File: config.mk
export PLATFORM = sky130hd
export DESIGN_NAME = tx_byte_arbiter
export DESIGN_NICKNAME = d
export VERILOG_FILES = /design/src/rtl/tx_byte_arbiter.sv
export SDC_FILE = /design/constraint.sdc
export NUM_CORES = 1
export LEC_CHECK = 0
export CAP_MARGIN = 20
export CORE_ASPECT_RATIO = 0.9
export CORE_UTILIZATION = 35
export DETAILED_ROUTE_END_ITERATION = 10
export PLACE_DENSITY_LB_ADDON = 0.12
export RECOVER_POWER = 100
export SLEW_MARGIN = 20
export SYNTH_ARGS = -nofsm -noshare
export SYNTH_HDL_FRONTEND = slang
export SYNTH_SLANG_ARGS = --single-unit
File: constraint.sdc
create_clock -name clk -period 2.7 [get_ports clk]
set_clock_uncertainty 0.15 [all_clocks]
set_input_delay 0.54 -clock clk [delete_from_list [all_inputs] [get_ports clk]]
set_output_delay 0.54 -clock clk [all_outputs]
set_load 0.03 [all_outputs]
File: src/rtl/tx_byte_arbiter.sv
// Round-robin, packet-locked arbiter that feeds one FIFO write port through a one-entry output register.
// First accept comes one cycle after valid in IDLE; while FIFO is full with the register occupied, all req_ready drop.
module tx_byte_arbiter #(
  parameter int NUM_REQ      = 2,
  parameter int DATA_WIDTH   = 8,
  parameter int MAX_BURST    = 16,
  parameter int IDLE_TIMEOUT = 64
) (
  input  logic                          clk,
  input  logic                          areset,
  input  logic [NUM_REQ-1:0]            req_valid,
  input  logic [NUM_REQ-1:0]            req_last,
  input  logic [NUM_REQ*DATA_WIDTH-1:0] req_data,
  output logic [NUM_REQ-1:0]            req_ready,
  input  logic                          fifo_full,
  output logic                          fifo_wen,
  output logic [DATA_WIDTH-1:0]         fifo_din,
  output logic [NUM_REQ-1:0]            grant,
  output logic                          busy
);

  localparam int              IDXW      = (NUM_REQ > 2) ? 2 : 1;
  localparam logic [0:0]      ST_IDLE   = 1'b0;
  localparam logic [0:0]      ST_BUSY   = 1'b1;
  localparam logic [7:0]      BURST_LIM = 8'(MAX_BURST);
  localparam logic [7:0]      IDLE_LIM  = 8'(IDLE_TIMEOUT);
  localparam logic [IDXW-1:0] LAST_IDX  = IDXW'(NUM_REQ - 1);

  logic [0:0]            state_q, state_d;
  logic [IDXW-1:0]       ptr_q, ptr_d;
  logic [NUM_REQ-1:0]    grant_q, grant_d;
  logic [7:0]            burst_cnt_q, burst_cnt_d;
  logic [7:0]            idle_cnt_q, idle_cnt_d;
  logic                  out_valid_q, out_valid_d;
  logic [DATA_WIDTH-1:0] out_data_q, out_data_d;

  logic                  win_found;
  logic [IDXW-1:0]       win_idx;
  logic [NUM_REQ-1:0]    win_onehot;
  logic [IDXW-1:0]       owner_idx;
  logic                  owner_valid;
  logic                  owner_last;
  logic [DATA_WIDTH-1:0] owner_data;
  logic                  out_room;
  logic                  wr_fire;
  logic                  accept;
  logic                  release_evt;
  logic [7:0]            burst_inc;
  logic [7:0]            idle_inc;

  logic [DATA_WIDTH-1:0] req_bytes [NUM_REQ];

  for (genvar g = 0; g < NUM_REQ; g++) begin : g_bytes
    assign req_bytes[g] = req_data[g*DATA_WIDTH +: DATA_WIDTH];
  end

  // First valid requester scanning upward from ptr, wrapping at NUM_REQ.
  always_comb begin : p_scan
    logic [IDXW-1:0] cand;
    cand      = '0;
    win_found = 1'b0;
    win_idx   = '0;
    for (int k = 0; k < NUM_REQ; k++) begin
      cand = IDXW'((int'(ptr_q) + k) % NUM_REQ);
      if (!win_found && req_valid[cand]) begin
        win_found = 1'b1;
        win_idx   = cand;
      end
    end
  end

  always_comb begin
    win_onehot          = '0;
    win_onehot[win_idx] = 1'b1;
  end

  always_comb begin
    owner_idx  = '0;
    owner_last = 1'b0;
    owner_data = '0;
    for (int i = 0; i < NUM_REQ; i++) begin
      if (grant_q[i]) begin
        owner_idx  = IDXW'(i);
        owner_last = req_last[i];
        owner_data = req_bytes[i];
      end
    end
  end

  assign owner_valid = |(req_valid & grant_q);
  assign out_room    = ~out_valid_q | ~fifo_full;
  assign wr_fire     = out_valid_q & ~fifo_full;
  assign accept      = (state_q == ST_BUSY) & owner_valid & out_room;

  // Counters saturate so a misconfigured limit can never wrap them.
  assign burst_inc = (burst_cnt_q == 8'hFF) ? burst_cnt_q : burst_cnt_q + 8'd1;
  assign idle_inc  = (idle_cnt_q == 8'hFF) ? idle_cnt_q : idle_cnt_q + 8'd1;

  always_comb begin
    state_d     = state_q;
    ptr_d       = ptr_q;
    grant_d     = grant_q;
    burst_cnt_d = burst_cnt_q;
    idle_cnt_d  = idle_cnt_q;
    release_evt = 1'b0;
    case (state_q)
      ST_IDLE: begin
        if (win_found) begin
          state_d = ST_BUSY;
          grant_d = win_onehot;
        end
      end
      default: begin
        if (accept) begin
          burst_cnt_d = burst_inc;
          idle_cnt_d  = '0;
          release_evt = owner_last | (burst_inc == BURST_LIM);
        end else if (owner_valid) begin
          idle_cnt_d = '0;
        end else begin
          idle_cnt_d  = idle_inc;
          release_evt = (idle_inc == IDLE_LIM);
        end
        if (release_evt) begin
          state_d     = ST_IDLE;
          grant_d     = '0;
          burst_cnt_d = '0;
          idle_cnt_d  = '0;
          ptr_d       = (owner_idx == LAST_IDX) ? '0 : owner_idx + IDXW'(1);
        end
      end
    endcase
  end

  // A same-cycle write and accept keep the register full with the new byte.
  always_comb begin
    out_valid_d = out_valid_q;
    out_data_d  = out_data_q;
    if (accept) begin
      out_valid_d = 1'b1;
      out_data_d  = owner_data;
    end else if (wr_fire) begin
      out_valid_d = 1'b0;
    end
  end

  always_ff @(posedge clk or negedge areset) begin
    if (!areset) begin
      state_q     <= ST_IDLE;
      ptr_q       <= '0;
      grant_q     <= '0;
      burst_cnt_q <= '0;
      idle_cnt_q  <= '0;
      out_valid_q <= 1'b0;
      out_data_q  <= '0;
    end else begin
      state_q     <= state_d;
      ptr_q       <= ptr_d;
      grant_q     <= grant_d;
      burst_cnt_q <= burst_cnt_d;
      idle_cnt_q  <= idle_cnt_d;
      out_valid_q <= out_valid_d;
      out_data_q  <= out_data_d;
    end
  end

  assign req_ready = (state_q == ST_BUSY && out_room) ? grant_q : '0;
  assign fifo_wen  = wr_fire;
  assign fifo_din  = out_data_q;
  assign grant     = grant_q;
  assign busy      = (state_q == ST_BUSY) | out_valid_q;

endmodule
### Yosys cells after proc, flatten, opt, wreduce, memory -nomap -nowiden

Index checks and enable logic that the tools add are counted.

* word-level logic and storage cells: 75
* register bits: 29
* input bits: 23
* output and inout port bits: 14

* reduce and logical (&&, ||, !) cells: 11
* multiplexer cells: 35
* $lt $le $gt $ge: 4
* eq/ne operators: 5
* $add $sub $neg: 4
* bitwise gates (word level): 9

Operators with widths (number)
* 2-to-1 mux 8 bit: 9
* 2-to-1 mux 1 bit: 21
* adder 8 x 1 -> 8 bit, second input constant: 2
* equality test 8 bit, second input constant: 2
* equality test 8 x 5 -> 1 bit, second input constant: 1
* equality test 8 x 7 -> 1 bit, second input constant: 1
* 2-to-1 mux 2 bit: 4
* less-than comparator 1 x 2 -> 1 bit, second input constant: 3
* AND reduction 2 bit: 3
* nonzero test 2 bit: 3
* bitwise AND 1 bit: 3
* logical AND 1 bit: 3
* bitwise OR 1 bit: 3
* adder 1 bit, second input constant: 2
* bitwise AND 2 bit: 1
* != test 2 x 1 -> 1 bit, second input constant: 1
* NOT 1 bit: 2
* OR reduction 2 bit: 1
* demux 1 bit (select 1 bit): 1
* >= comparator 1 bit, second input constant: 1
* logical NOT 1 bit: 1

### Longest topological paths before layout

Gate-level depths: netlist of the first run.

* depth after elaboration: 12
* gate-level depth with buffers: 8

### Worst setup path after synthesis of the first run

No wires, ideal clock.

* path type: register -> register
* start point: reg idle_cnt_q[0]
* end point: reg idle_cnt_q[3]
* arrival: 1.935 ns
* clock period less this slack: 2.203 ns
* library setup time: 0.118 ns
* path slack: 0.497 ns
* stages on the path, launching flop included: 7
* path through: dfrtp_1 > ha_1 > or2_2 > a2111oi_2 > a31oi_4 > a21o_1 > a21o_1

* word-level cells in the longest chain between the ends: 7
* elaborated cells between the ends (all ways): 10
* classes of those cells: add/sub: 1; eq/ne: 2; mux: 7

RTL lines
* start, declared: RTL line 33 `logic [7:0] idle_cnt_q, idle_cnt_d;`
* start signal, assigned: RTL line 161 `idle_cnt_q <= idle_cnt_d;`
* adder 8 x 1 -> 8 bit or equality test 8 bit (tied branches): RTL line 97 `assign idle_inc = (idle_cnt_q == 8'hFF) ? idle_cnt_q : idle_cnt_q + 8'd1;`
* 2-to-1 mux 8 bit *: RTL line 97
* equality test 8 x 7 -> 1 bit: RTL line 122 `release_evt = (idle_inc == IDLE_LIM);`
* 2-to-1 mux 1 bit: RTL line 118 `end else if (owner_valid) begin`
* 2-to-1 mux 1 bit: RTL line 114 `if (accept) begin`
* 2-to-1 mux 1 bit: RTL line 106 `case (state_q)`
* 2-to-1 mux 8 bit *: RTL line 124 `if (release_evt) begin`

Mark *: on every way between the ends. The rest lies on a longest branch, timed or not. The select of a mux whose other input is x is not followed.
A chain may end at the register's enable or synchronous reset.

### Final worst setup path of the first run

* start point: in fifo_full
* end point: out req_ready[1]

* word-level cells in the longest chain between the ends: 4

RTL lines
* start, declared: RTL line 15 `input logic fifo_full,`
* NOT 1 bit: RTL line 91 `assign out_room = ~out_valid_q | ~fifo_full;`
* bitwise OR 1 bit: RTL line 91
* logical AND 1 bit: RTL line 167 `assign req_ready = (state_q == ST_BUSY && out_room) ? grant_q : '0;`
* 2-to-1 mux 2 bit: RTL line 167
* end, declared: RTL line 14 `output logic [NUM_REQ-1:0] req_ready,`

Every way passes these cells.

==> results by group, run 1 <==
Timing
  – Slew Limit Headroom: -5.17%
  – Fin Setup TNS: 0 ns
  – Hold Fails Final Rpt: 0
  – Final Critical Period: 2.61 ns
  – RSZ-0062 raised after global routing: no
  – Period Utilization, post-route: 96.8%
  – Peak Freq: 383 MHz
  – Max-slew violations: 30
  – PnR worst setup slack: 0.0864 ns
  – Min Hold Slack: 0.321 ns
  – Final setup fails: 0
  – Worst-Margin Slew: 1.58 ns

Placement
  – GPL Wtd Cong: 0.768
  – DP Wirelength: 3010 µm
  – Number of buffers added on ports: 36
  – Pre-CTS setup slack: 0.0848 ns
  – Placed standard-cell area: 2250 µm²

GRT
  – Largest net degree at the start of global routing: 30
  – First-pass GRT wire length: 7410 µm
  – Number of global-route vias before repair: 1534
  – GR Overflow Total: 0
  – GRT Total Usage: 17.7%
  – Initial antenna violation count: 0

Yosys
  – Synth area leader: dfrtp_1
  – Mapped cell area: 1760 µm²
  – Synth Area per Inst: 8.59 µm²
  – FF+latch count, synth: 29
  – Syn nets: 230
  – Number of distinct library cells after synthesis: 51
  – Synth Instances: 205
  – Synth async-reset ratio: 100%
  – Synth warn: 0
  – Post-synth EDFFs: 0
  – Synth top area share: 41.2%
  – Register area share after synthesis: 41.2%
  – Most used DFF post-synth: dfrtp_1
  – Area contributors post-synth: dfrtp_1 41%, o21ai_0 5.4%, nand2_1 5.1%

Floorplan
  – Initial Util: 36.4%
  – Die area: 5320 µm²
  – Die Ht: 69.3 µm
  – Die width: 76.8 µm
  – Num ports: 37
  – Core Footprint: 4830 µm²
  – # rows: 24

Critical path
  – Critical path fanouts, max: 5
  – Register-to-register setup slack: 0.28 ns
  – Startpoint types: primary input
  – WP data arrival: 1.92 ns
  – Critical Path Sink Type: primary output
  – RR Startpoint: idle_cnt_q[0]
  – Worst EP required: 2.01 ns
  – R2R Path End: idle_cnt_q[3]
  – Critical path class: in -> out
  – Worst Reg-to-Reg Cells: 7

Power
  – Seq pwr share: 34.4%
  – Leak Pwr: 0.991 nW
  – Comb power frac: 48.4%
  – Net Sw Frac: 42.0%
  – Internal Pwr Total: 1.18 mW
  – Peak VDD IR: 0.486 mV
  – Power density cells: 882 nW/µm²
  – Pwr Total: 2.03 mW
  – Switching power of the nets: 0.853 mW
  – Clk pwr share: 17.2%

Outcome
  – Failing checks: max-capacitance violations, max-slew violations
  – Status: complete, but fails checks

Drt
  – Via density: 5.22
  – Vias: 1644
  – Mean routed wirelength per cell: 13.4 µm
  – Detail Route Antenna Nets: 0
  – Final wirelength: 4220 µm
  – DR pass1 iterations: 4
  – DRC: 0
  – Initial DRC count: 102

Final layout
  – Synth-to-layout area growth: 30.6%
  – Design Area, Final: 2300 µm²
  – Layout cell share with drive strength beyond 1: 10.4%
  – Fillcell total: 475
  – Antenna Cells: 0
  – Most frequent cells in the layout: 29 x dfrtp_1, 24 x nand2_1, 23 x clkdlybuf4s50_1, 20 x o21ai_0, 17 x a21oi_1
  – Nets: 275
  – Most common cell after layout, fill and taps aside: dfrtp_1

CTS
  – CTS tree: built
  – Root Buffer Master: clkbuf_8
  – Clock Path Buffers: 2
  – Postcts setup bufs: 0
  – TritonCTS Buffers: 5
  – Num Clock Sinks: 29
  – Clk_lat worst skew: 0.27 ns
  – Clock H-tree levels: 2
  – PostCTS Resize Cnt: 0
  – Worst-path clk slew: 0.06 ns
  – CTS hold repair buffers: 0

Worst hold path
  – HP Class: reg -> reg
  – Worst Hold Path EP: fifo_din[0]
  – Hold Crit Depth: 2
  – Hold path startpoint: fifo_din[0]

Run
  – Max_cap viols: 1
## synth_stat cells, types with 3 or more instances
cell and number:
nand3_1 10, nor2_1 14, clkbuf_1 7, inv_1 6, a21oi_1 17, a41oi_1 3
nor3_1 3, a31oi_1 3, a22oi_1 7, and3_1 8, nand2_1 24, dfrtp_1 29
nand2b_1 4, o21ai_0 19
## worst max path at each step
stage / start / endpoint / slack (ns) / cells past startpoint
finish: fifo_full / req_ready[1] / 0.09 / 4
global route: idle_cnt_q[0] / idle_cnt_q[0] / 0.02 / 8
CTS: fifo_full / req_ready[0] / 0.08 / 4
detailed placement: fifo_full / req_ready[0] / 0.08 / 4
global placement: fifo_full / req_ready[1] / 0.10 / 4
floorplan: idle_cnt_q[0] / idle_cnt_q[3] / 0.50 / 6
## layout make-up
| cell class | count | area, µm² | area share (%) |
|---|---|---|---|
| clock buffers | 7 | 86.3 | 3.75 |
| inverters | 7 | 26.3 | 1.14 |
| multi-input cells | 159 | 945 | 41.1 |
| flip-flops and latches | 29 | 726 | 31.5 |
| well taps | 65 | 81.3 | 3.53 |
| repair buffers | 48 | 437 | 19.0 |
## logic make-up after synthesis
logic type,count (synthesis),synth area share (%)
simple gates,87,26.6
compound gates,69,26.3
flops,29,41.2
buf+inv,17,3.98
fa+ha+maj,2,1.42
mux,1,0.568
## power by group through the flow
| stage | logic, mW | clock network [mW] | registers (mW) |
|---|---|---|---|
| after floorplan | 0.592 | 0 | 0.763 |
| after global placement | 1.05 | 0 | 0.707 |
| after detailed placement | 1.05 | 0 | 0.705 |
| after CTS | 1.05 | 0.367 | 0.700 |
| after global routing | 1.09 | 0.393 | 0.727 |
| final | 0.983 | 0.349 | 0.698 |
## routing by layer
metal	GRT usage, %	share of wire [%]	vias up
met5	0	0	-
met4	4.49	0.47	0
met3	6.71	5.8	2
met2	23.5	41	39
met1	26.6	53	752
li1	-	-	851
## metrics by stage
step	utilization, %	cells
finish	47.6	315
global route	47.6	315
CTS	48.3	315
detailed placement	46.5	308
global placement	46.5	308
floorplan	-	205
## registers in the layout (all words and copies together) (netlist names)
signal and cells:
state_q 1, grant 2, idle_cnt_q 8, burst_cnt_q 8, ptr_q 1, out_valid_q 1
fifo_din 8
## worst max-delay path, cell delays in order
cell	delay, ns
clkdlybuf4s50_1	0.42
nand2_1	0.13
and3_1	0.17
clkdlybuf4s50_1	0.66
(Power assumes the default switching activity.)
==> run 2, diff against run 1 <==
- CORE_MARGIN: default -> 2
==> run 2 against run 1 <==
  * The run now ends clean
  * Largest power group unchanged
  * Register-to-register slack got worse by 0.07 ns
  * Critical path depth stayed put
  * Sequential share of layout area is 0.12 points lower
  * Setup slack improved by 0.0090 ns
  * Combinational power is 2% lower
  * Via count grew 2.7%
==> results by group, run 2 (synthesis gave the netlist of run 1 again) <==
Floorplan
  – Num ports: 37
  – Die width: 78.8 µm
  – # rows: 24
  – Die Ht: 71.3 µm
  – Core Footprint: 4830 µm²
  – Die area: 5620 µm²
  – Initial Util: 36.4%

Placement
  – DP Wirelength: 3170 µm
  – GPL Wtd Cong: 0.797
  – Post-Place Cells: 309
  – Number of buffers added on ports: 36

Timing
  – RSZ-0062 raised after global routing: no
  – Final setup fails: 0
  – Worst-Margin Slew: 0.784 ns
  – Hold Fails Final Rpt: 0
  – Min Hold Slack: 0.319 ns
  – Slew Limit Headroom: 47.7%
  – Final Critical Period: 2.60 ns
  – Peak Freq: 384 MHz
  – Period Utilization, post-route: 96.5%
  – Max-slew violations: 0

Drt
  – Via density: 5.34
  – DR pass1 iterations: 4
  – Detail Route Antenna Nets: 0
  – DRC: 0
  – Final wirelength: 4420 µm
  – Initial DRC count: 133
  – Mean routed wirelength per cell: 14.0 µm
  – Vias: 1688

Final layout
  – Finished Layout Cells: 316
  – Antenna Cells: 0
  – Nets: 276
  – Synth-to-layout area growth: 31.1%
  – Layout cell share with drive strength beyond 1: 10.8%
  – Most frequent cells in the layout: 29 x dfrtp_1, 24 x nand2_1, 23 x clkdlybuf4s50_1, 20 x o21ai_0, 17 x a21oi_1
  – Most common cell after layout, fill and taps aside: dfrtp_1

Critical path
  – Critical path fanouts, max: 4
  – Critical Path Sink Type: primary output
  – Startpoint types: primary input
  – Critical path class: in -> out
  – WP data arrival: 1.91 ns
  – Worst EP required: 2.01 ns

CTS
  – Num Clock Sinks: 29
  – Postcts setup bufs: 0
  – CTS hold repair buffers: 0
  – Clock H-tree levels: 2
  – CTS tree: built
  – Clk_lat worst skew: 0.27 ns
  – Root Buffer Master: clkbuf_8
  – PostCTS Resize Cnt: 0
  – Worst-path clk slew: 0.06 ns
  – Clock Path Buffers: 2
  – TritonCTS Buffers: 5

Worst hold path
  – HP Class: reg -> reg

GRT
  – GR Overflow Total: 0
  – Initial antenna violation count: 0
  – First-pass GRT wire length: 7510 µm
  – GRT Total Usage: 16.7%
  – Number of global-route vias before repair: 1561
  – Largest net degree at the start of global routing: 30

Outcome
  – Status: completed

Power
  – Clk pwr share: 17.5%
  – Switching power of the nets: 0.861 mW
  – Leak Pwr: 0.996 nW
  – Internal Pwr Total: 1.17 mW
  – Comb power frac: 47.6%
  – Net Sw Frac: 42.5%
  – Power density cells: 877 nW/µm²
  – Seq pwr share: 34.9%
  – Peak VDD IR: 0.471 mV

Run
  – Max_cap viols: 0
[run 2: worst paths after layout]
kind                            slack [ns]        endpoint  cells past startpoint           start
worst max-delay path                   0.1    req_ready[0]                      4       fifo_full
worst min-delay path                  0.32     fifo_din[1]                      2     fifo_din[1]
worst max register to register        0.21  burst_cnt_q[7]                      6  burst_cnt_q[0]
worst min register to register        0.32     fifo_din[1]                      2     fifo_din[1]
max in group asynchronous             1.18  burst_cnt_q[3]                      2          areset
min in group asynchronous             0.73   idle_cnt_q[5]                      2          areset
[run 2: power by group through the flow]
stage	logic, mW	registers (mW)	clock network [mW]
2_1_floorplan	0.592	0.763	0
3_3_place_gp	1.04	0.711	0
3_5_place_dp	1.04	0.715	0
4_1_cts	1.05	0.710	0.372
5_1_grt	1.09	0.729	0.387
6_report	0.966	0.706	0.355
[run 2: metrics by stage]
stage	cell area, µm²	setup slack [ns]	TNS, ns	power, mW	utilization [%]
3_3_place_gp	2260	0.0653	0	1.75	46.7
2_1_floorplan	1760	0.497	0	1.35	-
6_report	2310	0.0955	0	2.03	47.8
5_1_grt	2310	0.00561	0	2.21	47.8
3_5_place_dp	2260	-0.0246	-0.0474	1.76	46.7
4_1_cts	2340	0.0945	0	2.13	48.5
[run 2: metal layers]
layer	up-vias	GRT usage [%]	wire, µm
met1	788	24.8	2310
met5	-	0	0
met2	40	24.0	1810
met4	0	2.92	31
li1	855	-	-
met3	5	5.67	264
[run 2: cell type report]
cell class	count	area, µm²
tap	65	81.3
inverter	7	26.3
clock buffer	7	86.3
timing repair buffer	49	445
multi-input combinational	159	945
sequential	29	726
fill	500	2520
[run 2: worst max-delay path, cell delays in order]
cell and delay, ns:
clkdlybuf4s50_1 0.42, nand2_1 0.11, and3_1 0.17, clkdlybuf4s50_1 0.67
==> run 3, diff against run 2 <==
--- a/config.mk
+++ b/config.mk
@@ -13,5 +13,4 @@
 export PLACE_DENSITY_LB_ADDON = 0.12
 export RECOVER_POWER = 100
-export SLEW_MARGIN = 20
 export SYNTH_ARGS = -nofsm -noshare
 export SYNTH_HDL_FRONTEND = slang
--- a/constraint.sdc
+++ b/constraint.sdc
@@ -3,3 +3,3 @@
 set_input_delay 0.54 -clock clk [delete_from_list [all_inputs] [get_ports clk]]
 set_output_delay 0.54 -clock clk [all_outputs]
-set_load 0.03 [all_outputs]
+set_load 0.1 [all_outputs]
==> run 3 against run 2 <==
  * The flow now finishes with violations (max-capacitance violations, max-slew violations)
  * Sequential power is 2% higher
  * Die area is the same
  * Routed wire length down 2.2%
  * Power is 15% higher
  * Critical path depth rose by 4
  * Fmax grew 5.1%
  * Critical endpoint is now idle_cnt_q[3]
==> results by group, run 3 (synthesis gave the netlist of run 1 again) <==
Timing
  – Final Critical Period: 2.48 ns
  – Slew Limit Headroom: -7.27%
  – RSZ-0062 raised after global routing: no
  – Final setup fails: 0
  – Worst-Margin Slew: 1.61 ns
  – Period Utilization, post-route: 91.7%
  – Hold Fails Final Rpt: 0
  – Max-slew violations: 30
  – Peak Freq: 404 MHz

Critical path
  – Slowest cell on the critical path: clkdlybuf4s50_1
  – Startpoint types: primary input
  – CP Depth: 8
  – WP data arrival: 2.50 ns
  – Critical path class: in -> reg
  – Crit-path cells: clkdlybuf4s50_1, a22o_1, clkbuf_1, a2111oi_0, buf_4, a31oi_2, a21o_1, a21o_1
  – RR Startpoint: burst_cnt_q[0]
  – R2R Path End: burst_cnt_q[7]
  – Register-to-register setup slack: 0.24 ns
  – Crit path top cell by count: a21o_1
  – Worst Reg-to-Reg Cells: 6
  – Worst EP required: 2.72 ns
  – Critical Path Sink Type: flop
  – CP Buf/Inv Count: 3
  – Crit path capture: idle_cnt_q[3]
  – Critical path startpoint: req_valid[0]
  – CP peak stage delay: 0.43 ns
  – Critical path fanouts, max: 7
  – Top Family by Delay on Critical Path: compound AO/OA/AOI/OAI gates

GRT
  – GRT Total Usage: 16.6%
  – Number of global-route vias before repair: 1571
  – Initial antenna violation count: 0
  – First-pass GRT wire length: 7390 µm
  – GR Overflow Total: 0
  – Largest net degree at the start of global routing: 30

CTS
  – Clk_lat worst skew: 0.28 ns
  – Root Buffer Master: clkbuf_8
  – Num Clock Sinks: 29
  – Postcts setup bufs: 0
  – Clock H-tree levels: 2
  – CTS hold repair buffers: 0
  – Worst-path clk slew: 0.06 ns
  – CTS tree: built
  – PostCTS Resize Cnt: 0
  – Clock Path Buffers: 2
  – TritonCTS Buffers: 5

Drt
  – Initial DRC count: 134
  – DRC: 0
  – Vias: 1669
  – Detail Route Antenna Nets: 0
  – Mean routed wirelength per cell: 13.7 µm
  – Final wirelength: 4330 µm
  – Via density: 5.30
  – DR pass1 iterations: 4

Floorplan
  – Die Ht: 71.3 µm
  – Die width: 78.8 µm
  – # rows: 24
  – Num ports: 37
  – Core Footprint: 4830 µm²
  – Initial Util: 36.4%
  – Die area: 5620 µm²

Power
  – Power density cells: 1050 nW/µm²
  – Leak Pwr: 0.952 nW
  – Pwr Total: 2.33 mW
  – Peak VDD IR: 0.602 mV

Outcome
  – Failing checks: max-capacitance violations, max-slew violations
  – Status: complete, but fails checks

Final layout
  – Antenna Cells: 0
  – Fillcell total: 498
  – Design Area, Final: 2230 µm²
  – Layout Utilization: 46.1%
  – Layout cell share with drive strength beyond 1: 12.4%
  – Synth-to-layout area growth: 26.5%
  – Most frequent cells in the layout: 29 x dfrtp_1, 24 x nand2_1, 22 x clkdlybuf4s50_1, 20 x o21ai_0, 17 x a21oi_1
  – Nets: 275
  – Most common cell after layout, fill and taps aside: dfrtp_1

Placement
  – Number of buffers added on ports: 36
  – GPL Wtd Cong: 0.800
  – DP Wirelength: 3080 µm
  – Placed standard-cell area: 2250 µm²

Run
  – Max_cap viols: 1

Worst hold path
  – HP Class: reg -> reg
run 3: final cells by class:
class	count	area, µm²	area share, %
multi-input cells	159	951	42.7
flip-flops and latches	29	726	32.6
repair buffers	48	358	16.1
clock buffers	7	86.3	3.87
well taps	65	81.3	3.65
inverters	7	26.3	1.18
run 3: worst min path at each step:
stage,start,endpoint,slack (ns),cells past startpoint
after global routing,fifo_din[0],fifo_din[0],0.37,2
after global placement,fifo_din[7],fifo_din[7],0.31,2
final,fifo_din[6],fifo_din[6],0.33,2
after floorplan,areset,burst_cnt_q[0],0.09,0
after CTS,fifo_din[6],fifo_din[6],0.33,2
after detailed placement,fifo_din[6],fifo_din[6],0.32,2
run 3: where the power goes:
group | switching (mW) | total, mW | internal (mW)
Sequential | 0.156 | 0.719 | 0.563
Clock | 0.161 | 0.362 | 0.202
Combinational | 0.914 | 1.25 | 0.338
run 3: routing by layer:
metal / up-vias / track usage, % / part of all wire (%)
met2: 56 / 24.0 / 41
met1: 754 / 23.5 / 51
met3: 7 / 5.54 / 7.1
met5: - / 0 / 0
met4: 0 / 5.65 / 1.2
li1: 852 / - / -
run 3: through the flow:
| stage | TNS [ns] | cells | setup slack, ns | hold slack [ns] |
|---|---|---|---|---|
| final | 0 | 315 | 0.223 | 0.326 |
| after global routing | 0 | 315 | 0.0460 | 0.366 |
| after CTS | 0 | 315 | 0.228 | 0.335 |
| after detailed placement | -0.0256 | 308 | -0.0136 | 0.321 |
| after global placement | 0 | 308 | 0.0192 | 0.312 |
| after floorplan | 0 | 205 | 0.135 | 0.0944 |
run 3: worst register-to-register path, delay by kind of cell, from the launching register on:
family                   cells  cell delay, ns
AO/OA/AOI/OAI                4            0.88
adder cells (fa/ha/maj)      1            0.24
flip-flops                   1            0.46
AND/OR/NAND/NOR              1            0.60
